--- config.mk ---
export PLATFORM = sky130hd
export DESIGN_NAME = pht_predictor
export DESIGN_NICKNAME = d
export VERILOG_FILES = /design/src/rtl/pht_predictor.sv
export SDC_FILE = /design/constraint.sdc
export NUM_CORES = 1
export LEC_CHECK = 0
export BUFFER_PORTS_ARGS = -buffer_cell sky130_fd_sc_hd__clkbuf_2
export CAP_MARGIN = 20
export CORE_MARGIN = 2
export CORE_UTILIZATION = 30
export CTS_CLUSTER_SIZE = 10
export DETAILED_ROUTE_END_ITERATION = 7
export SLEW_MARGIN = 10
export SYNTH_ARGS = -nofsm -noshare
export SYNTH_HDL_FRONTEND = slang
export SYNTH_SLANG_ARGS = --single-unit
--- constraint.sdc ---
create_clock -name clk -period 2.45 [get_ports clk]
set_input_delay 0 -clock clk [delete_from_list [all_inputs] [get_ports clk]]
set_output_delay 0 -clock clk [all_outputs]
set_load 0.01 [all_outputs]
--- src/rtl/pht_predictor.sv ---
// -----------------------------------------------------------------------------
// pht_predictor
//   Gshare pattern history table, lookup side.
//   - 2^INDEX_W two-bit saturating counters, reset to strongly taken (2'b11).
//   - Prediction answered one cycle after request, index = pc slice XOR ghr.
//   - Resolved-branch updates step the addressed counter and shift the
//     non-speculative global history register.
//   Optional build macro: PHT_BYPASS_EN
//     When defined, a prediction that hits the index being updated at the
//     same edge returns the post-update counter value instead of the
//     pre-update one. Table contents after the edge are the same in both
//     builds.
// -----------------------------------------------------------------------------
module pht_predictor #(
  parameter int INDEX_W = 6,
  parameter int PC_LSB  = 2
) (
  input  logic               clk,
  input  logic               resetn,
  input  logic               pred_valid,
  input  logic [31:0]        pred_pc,
  output logic               pred_out_valid,
  output logic               pred_taken,
  output logic [1:0]         pred_ctr,
  output logic [INDEX_W-1:0] pred_idx,
  input  logic               upd_valid,
  input  logic [INDEX_W-1:0] upd_idx,
  input  logic               upd_taken,
  output logic [INDEX_W-1:0] ghr_out
);

  localparam int DEPTH = 1 << INDEX_W;

  // Two-bit saturating counter step: taken counts up, not taken counts down,
  // both clamp at the ends instead of wrapping.
  function automatic logic [1:0] ctr_step(input logic [1:0] ctr, input logic taken);
    logic [1:0] nxt;
    case (ctr)
      2'b11:   nxt = taken ? 2'b11 : 2'b10;
      2'b10:   nxt = taken ? 2'b11 : 2'b01;
      2'b01:   nxt = taken ? 2'b10 : 2'b00;
      2'b00:   nxt = taken ? 2'b01 : 2'b00;
      default: nxt = 2'b11;
    endcase
    return nxt;
  endfunction

  // Storage and state
  logic [1:0]         table_r [DEPTH];
  logic [INDEX_W-1:0] ghr_r;
  logic               pred_out_valid_r;
  logic               pred_taken_r;
  logic [1:0]         pred_ctr_r;
  logic [INDEX_W-1:0] pred_idx_r;

  // Combinational datapath
  logic [INDEX_W-1:0] lookup_idx_s;
  logic [1:0]         upd_next_s;
  logic [1:0]         read_ctr_s;
  logic               unused_pc_s;

  // PC bits outside the index window do not take part in the hash.
  assign unused_pc_s = ^{pred_pc[31:PC_LSB+INDEX_W], pred_pc[PC_LSB-1:0]};

  // Gshare hash uses the GHR as currently registered, i.e. before any
  // shift caused by an update at the same edge.
  assign lookup_idx_s = pred_pc[PC_LSB +: INDEX_W] ^ ghr_r;

  // Next value of the counter being updated this cycle.
  assign upd_next_s = ctr_step(table_r[upd_idx], upd_taken);

  // Select the counter value returned by a lookup, with optional forwarding
  // of a same-edge update to the same entry.
  always_comb begin
    read_ctr_s = table_r[lookup_idx_s];
`ifdef PHT_BYPASS_EN
    if (upd_valid && (upd_idx == lookup_idx_s)) begin
      read_ctr_s = upd_next_s;
    end else begin
      read_ctr_s = table_r[lookup_idx_s];
    end
`endif
  end

  // Counter array: reset to strongly taken, single write port for updates.
  always_ff @(posedge clk or negedge resetn) begin
    if (!resetn) begin
      for (int i = 0; i < DEPTH; i++) begin
        table_r[i] <= 2'b11;
      end
    end else if (upd_valid) begin
      table_r[upd_idx] <= upd_next_s;
    end else begin
      table_r[upd_idx] <= table_r[upd_idx];
    end
  end

  // Global history: shifted only by resolved outcomes, never speculatively.
  always_ff @(posedge clk or negedge resetn) begin
    if (!resetn) begin
      ghr_r <= {INDEX_W{1'b0}};
    end else if (upd_valid) begin
      ghr_r <= {ghr_r[INDEX_W-2:0], upd_taken};
    end else begin
      ghr_r <= ghr_r;
    end
  end

  // Prediction result register: one-cycle valid pulse, data holds when idle.
  always_ff @(posedge clk or negedge resetn) begin
    if (!resetn) begin
      pred_out_valid_r <= 1'b0;
      pred_taken_r     <= 1'b0;
      pred_ctr_r       <= 2'b00;
      pred_idx_r       <= {INDEX_W{1'b0}};
    end else if (pred_valid) begin
      pred_out_valid_r <= 1'b1;
      pred_taken_r     <= read_ctr_s[1];
      pred_ctr_r       <= read_ctr_s;
      pred_idx_r       <= lookup_idx_s;
    end else begin
      pred_out_valid_r <= 1'b0;
      pred_taken_r     <= pred_taken_r;
      pred_ctr_r       <= pred_ctr_r;
      pred_idx_r       <= pred_idx_r;
    end
  end

  assign pred_out_valid = pred_out_valid_r;
  assign pred_taken     = pred_taken_r;
  assign pred_ctr       = pred_ctr_r;
  assign pred_idx       = pred_idx_r;
  assign ghr_out        = ghr_r;

endmodule

==> impl_metrics.env, run 1 <==
export IMPL_syn_area_sq_um=8190
export IMPL_maxCapViolations=0
export IMPL_synthAdderAreaFrac_pct=0.138
export IMPL_nFillCells=2630
export IMPL_vias=7307
export IMPL_synth_compound_area_share_pct=13.1
export IMPL_core_sq_um=26900
export IMPL_finalSetupTns_ns=-15.57
export IMPL_synth_top_family_by_area="multiplexers"
export IMPL_synthSimpleGateAreaFrac_pct=17.5
export IMPL_grt_pass1_wl_um=41600
export IMPL_wirelength_um=27800
export IMPL_ys_seq_area_share_pct=45.7
export IMPL_h_tree_depth=4
export IMPL_rsz0062_at_grt="true"
export IMPL_diodes=0
export IMPL_firstDrtPassIters=6
export IMPL_outcome="finished with violations"
export IMPL_p_per_area_nw_per_um2=811
export IMPL_postSynthCellCount=854
export IMPL_synth_edf_count=0
export IMPL_synth_avg_cell_area_sq_um=9.59
export IMPL_post_route_period_util_pct=107
export IMPL_worst_pin_slew_ns=1.10
export IMPL_clock_latency_ns=0.44
export IMPL_num_rows=60
export IMPL_max_freq_mhz=381
export IMPL_nets=1029
export IMPL_grt_overflow=0
export IMPL_vias_per_cell=5.45
export IMPL_fin_crit_ns=2.63
export IMPL_cp_arrival_ns=2.97
export IMPL_async_flop_share_pct=100
export IMPL_violations="setup timing"
export IMPL_clk_path_buf_depth=2
export IMPL_synth_cell_types=58
export IMPL_timing_slew_headroom_pct=26.1
export IMPL_cp_end_kind="register"
export IMPL_drc=0
export IMPL_path_max_fanout=17
export IMPL_area_growth_pct=28.9
export IMPL_synth_ff_type="dfstp_2"
export IMPL_grt_max_degree=61
export IMPL_setup_slack_ns=-0.177
export IMPL_ys_ff_latch=143
export IMPL_cts_root_buf="clkbuf_16"
export IMPL_antenna_left=0
export IMPL_portBuffers=32
export IMPL_setup_viol=130
export IMPL_hold_ws_ns=0.0745
export IMPL_slew_violations=0
export IMPL_dp_hpwl_um=18100
export IMPL_die_area_sq_um=28600
export IMPL_multi_input_area_sq_um=4290
export IMPL_hold_class="input port to register"
export IMPL_syn_nets=897
export IMPL_die_w_um=169
export IMPL_criticalPathCategory="register to register"
export IMPL_synth_mux_area_fraction_pct=18.5
export IMPL_final_common_cell="nand2_1"
export IMPL_fin_skew_ns=0.0193
export IMPL_finalHoldViolCount=0
export IMPL_start_util_pct=30.5
export IMPL_fp_dieH_um=169
export IMPL_cts_clk_slew_worst_paths_ns=0.06
export IMPL_cts_sinks=143
export IMPL_globalplace_congestion=0.938
export IMPL_grt_pass1_vias=7141
export IMPL_worstPathRequired_ns=2.80
export IMPL_crit_path_start_kind="register"
export IMPL_yosysWarnings=0
export IMPL_ioPinCount=59
export IMPL_seq_area_sq_um=3740
export IMPL_numCtsBuffers=17
export IMPL_p_leak_nw=4.15
export IMPL_track_usage_pct=19.0
export IMPL_synthXorXnorAreaFrac_pct=0.963
export IMPL_antenna_found_initial=0
export IMPL_irDropWorstVdd_mv=0.591
export IMPL_drive_gt1_share_pct=44.1
export IMPL_routedWlPerCell_um=20.7
export IMPL_layout_common_cells="201 x nand2_1, 128 x dfstp_2, 100 x buf_4"
export IMPL_cts_tree="built"
export IMPL_drt_iter0_markers=758
## cells in the mapped netlist (all sizes together) (5+ instances only)
library cell / n / area (sq um)
nor4: 16 / 100
nand2: 201 / 754
mux2i: 24 / 253
o21ai: 40 / 200
nor2: 70 / 263
and2: 5 / 31.3
a21oi: 99 / 495
mux2: 86 / 968
nor2b: 8 / 50.1
clkbuf: 25 / 95.1
o22ai: 6 / 37.5
mux4: 13 / 293
dfrtp: 15 / 375
dfstp: 128 / 3360
nor3b: 7 / 57.6
buf: 29 / 225
and3: 6 / 37.5
xor2: 5 / 43.8
a221oi: 6 / 58.8
a22oi: 12 / 90.1
nand2b: 7 / 43.8
## sequential cells by signal, indices dropped and copies added, names as in the netlist
name,count
ghr_out,6
pred_ctr,1
pred_idx,6
pred_out_valid,1
pred_taken,1
table_r,128
## per-stage QoR
step	instance area, sq um	cells	worst slack [ns]	power, mW	util [%]
6_report	10600	1340	-0.177	8.55	39.3
5_1_grt	10600	1340	-0.294	8.92	39.3
4_1_cts	10300	1330	-0.124	8.36	38.4
3_5_place_dp	9560	1287	-0.255	5.80	35.6
3_3_place_gp	9560	1287	-0.208	5.77	35.6
2_1_floorplan	8200	854	0.0246	4.69	-
## timing repair
| item | in CTS | in global routing |
|---|---|---|
| gates cloned | 2 | 5 |
| buffers inserted | 4 | 6 |
| hold buffers | 5 | 0 |
| endpoints found under the hold margin | 56 | 0 |
| setup endpoints to repair | 130 | 130 |
| pin swaps | 9 | 11 |
| resized for setup | 39 | 27 |
## logic make-up after synthesis
| group | count (synthesis) |
|---|---|
| XOR/XNOR | 9 |
| buffers and inverters | 58 |
| adder cells (fa/ha/maj) | 1 |
| AND/OR/NAND/NOR | 335 |
| multiplexers | 123 |
| AO/OA/AOI/OAI | 185 |
| flip-flops | 143 |
## routing by layer
metal / vias to the layer above / part of all wire (%) / track usage [%]
met4: 0 / 3.3 / 8.55
met5: - / 0 / 0
met3: 72 / 7.5 / 2.57
li1: 3292 / - / -
met1: 3600 / 43 / 26.0
met2: 343 / 46 / 30.1
## worst max-delay path, stage by stage, from the launching register on
cell and delay, ns:
dfstp_2 0.38, mux4_2 0.46, mux2i_1 0.19, nor2_1 0.06, a21oi_1 0.28, nand3_2 0.19
buf_6 0.16, a21oi_4 0.17, nor3_4 0.07, buf_12 0.15, buf_12 0.15, mux2_2 0.27
## final timing paths
kind,from,endpoint,slack (ns),cells after the start
max in group asynchronous,resetn,table_r[0],1.49,3
max reg2reg,table_r[98],table_r[49],-0.18,11
min reg2reg,table_r[92],table_r[92],0.48,2
min in group asynchronous,resetn,pred_idx[2],0.10,2
min,upd_idx[3],table_r[122],0.07,4
max,table_r[98],table_r[49],-0.18,11
## final cells by class
type                       count  share of cell area [%]
clock buffer                  25                    4.41
clock inverter                 7                   0.617
inverter                       4                   0.142
multi-input combinational    653                    40.7
sequential                   143                    35.4
tap                          341                    4.04
timing repair buffer         167                    14.7
## power breakdown
group / internal (mW) / switching [mW] / leakage (nW)
registers: 3.09 / 0.367 / 1.50
clock network: 1.42 / 1.00 / 0.255
logic: 1.29 / 1.39 / 2.39
(Power assumes the default switching activity.)
==> inputs of run 2 (changes only) <==
--- a/config.mk
+++ b/config.mk
@@ -8,10 +8,12 @@
 export BUFFER_PORTS_ARGS = -buffer_cell sky130_fd_sc_hd__clkbuf_2
 export CAP_MARGIN = 20
 export CORE_MARGIN = 2
-export CORE_UTILIZATION = 30
+export CORE_UTILIZATION = 55
 export CTS_CLUSTER_SIZE = 10
 export DETAILED_ROUTE_END_ITERATION = 7
+export PLACE_DENSITY = 0.77
 export SLEW_MARGIN = 10
 export SYNTH_ARGS = -nofsm -noshare
 export SYNTH_HDL_FRONTEND = slang
 export SYNTH_SLANG_ARGS = --single-unit
+export TNS_END_PERCENT = 50
==> impl_metrics.env, run 2 (synthesis gave the netlist of run 1 again) <==
export IMPL_start_util_pct=56.3
export IMPL_largest_register_ffs=128
export IMPL_vias=7572
export IMPL_worst_path_largest_cell_delay_ns=0.54
export IMPL_irDropWorstVdd_mv=0.645
export IMPL_clock_latency_ns=0.44
export IMPL_drive_gt1_share_pct=45.5
export IMPL_cp_arrival_ns=2.93
export IMPL_wirelength_um=26800
export IMPL_hold_class="input port to register"
export IMPL_worstPathBufferInverterCount=2
export IMPL_crit_cells=10
export IMPL_setup_slack_ns=-0.122
export IMPL_track_usage_pct=33.5
export IMPL_antenna_left=0
export IMPL_dp_hpwl_um=17200
export IMPL_drc=0
export IMPL_cts_tree="built"
export IMPL_power_mw=8.75
export IMPL_regMostFlops="table_r"
export IMPL_violations="setup timing"
export IMPL_fin_crit_ns=2.57
export IMPL_fp_dieH_um=126
export IMPL_post_route_period_util_pct=105
export IMPL_vias_per_cell=6.46
export IMPL_nets=1017
export IMPL_max_freq_mhz=389
export IMPL_die_area_sq_um=15900
export IMPL_num_rows=44
export IMPL_rsz0062_at_grt="true"
export IMPL_portBuffers=32
export IMPL_die_w_um=126
export IMPL_maxCapViolations=0
export IMPL_finalSetupTns_ns=-6.27
export IMPL_firstDrtPassIters=7
export IMPL_final_common_cell="nand2_1"
export IMPL_h_tree_depth=4
export IMPL_reg2regPathDepth=10
export IMPL_cts_clk_slew_worst_paths_ns=0.07
export IMPL_grt_max_degree=70
export IMPL_clk_path_buf_depth=2
export IMPL_crit_path_start_kind="register"
export IMPL_timing_slew_headroom_pct=18.5
export IMPL_grt_pass1_wl_um=41000
export IMPL_stdcell_area_sq_um=10300
export IMPL_path_max_fanout=14
export IMPL_outcome="finished with violations"
export IMPL_worst_pin_slew_ns=1.21
export IMPL_grt_overflow=0
export IMPL_slowest_stage="dfstp_2"
export IMPL_finalHoldViolCount=0
export IMPL_slew_violations=0
export IMPL_path_delay_family="multiplexers"
export IMPL_p_leak_nw=4.11
export IMPL_layout_common_cells="198 x nand2_1, 128 x dfstp_2, 91 x buf_4"
export IMPL_core_sq_um=14500
export IMPL_setup_viol=94
export IMPL_area_growth_pct=26.3
export IMPL_placed_area_sq_um=9290
export IMPL_worstPathRequired_ns=2.80
export IMPL_crit_chain="mux2i_2 > mux4_2 > a21oi_4 > nor4_2 > and3_1 > maj3_2 > mux2i_4 > buf_12 > clkbuf_16 > a21oi_1"
export IMPL_grt_pass1_vias=7473
export IMPL_cts_sinks=143
export IMPL_cts_root_buf="clkbuf_16"
export IMPL_fin_util_pct=71.2
export IMPL_numCtsBuffers=17
export IMPL_fin_skew_ns=0.0127
export IMPL_routedWlPerCell_um=22.9
export IMPL_cp_end_kind="register"
export IMPL_holdPathStages=4
export IMPL_drt_iter0_markers=1205
export IMPL_antenna_found_initial=0
export IMPL_p_per_area_nw_per_um2=846
export IMPL_globalplace_congestion=0.979
export IMPL_ioPinCount=59
export IMPL_criticalPathCategory="register to register"
## run 2: path summary, 6_finish.rpt
kind,startpoint,to,slack (ns)
min in group asynchronous,resetn,table_r[54],0.50
worst min-delay path,upd_idx[5],table_r[122],0.05
max in group asynchronous,resetn,table_r[116],1.53
worst max register to register,table_r[52],table_r[2],-0.12
worst min register to register,table_r[62],table_r[62],0.48
worst max-delay path,table_r[52],table_r[2],-0.12
## run 2: metrics by stage
step / cells / hold WS (ns) / setup WS, ns
finish: 1172 / 0.0451 / -0.122
global placement: 1120 / 0.315 / -0.186
CTS: 1164 / 0.0161 / -0.141
floorplan: 854 / -0.296 / 0.0246
detailed placement: 1120 / 0.331 / -0.220
global route: 1171 / 0.0578 / -0.161
## run 2: per-layer routing
layer | part of all wire [%] | GRT usage [%] | wire length, um
met2 | 45 | 51.0 | 12100
met5 | 0 | 0 | 0
met3 | 9.4 | 8.37 | 2530
met4 | 6.1 | 17.3 | 1650
met1 | 39 | 44.6 | 10600
## run 2: cell type report
| class | count | area [sq um] |
|---|---|---|
| antenna | 1 | 2.50 |
| clock buffer | 19 | 433 |
| clock inverter | 13 | 163 |
| fill | 1025 | 4190 |
| inverter | 4 | 15.0 |
| multi-input combinational | 654 | 4340 |
| sequential | 143 | 3740 |
| tap | 184 | 230 |
| timing repair buffer | 154 | 1420 |
## run 2: worst register-to-register path, cell delays in order, from the launching register on
cell and delay (ns):
dfstp_2 0.54, mux2i_2 0.07, mux4_2 0.52, a21oi_4 0.18, nor4_2 0.08, and3_1 0.16, maj3_2 0.32, mux2i_4 0.17
buf_12 0.18, clkbuf_16 0.19, a21oi_1 0.08
## run 2: repair_timing
| item | CTS | global route |
|---|---|---|
| setup buffers | 6 | 5 |
| cloned | 1 | 4 |
| endpoints found under the hold margin | 73 | 0 |
| gates resized for setup | 39 | 31 |
| pin swaps | 8 | 11 |
| hold buffers | 5 | 0 |
| setup endpoints to repair | 130 | 130 |
## run 2: report_power, final
part	switching (mW)	internal (mW)
sequential	0.382	3.09
combinational	1.39	1.22
clock	1.06	1.60
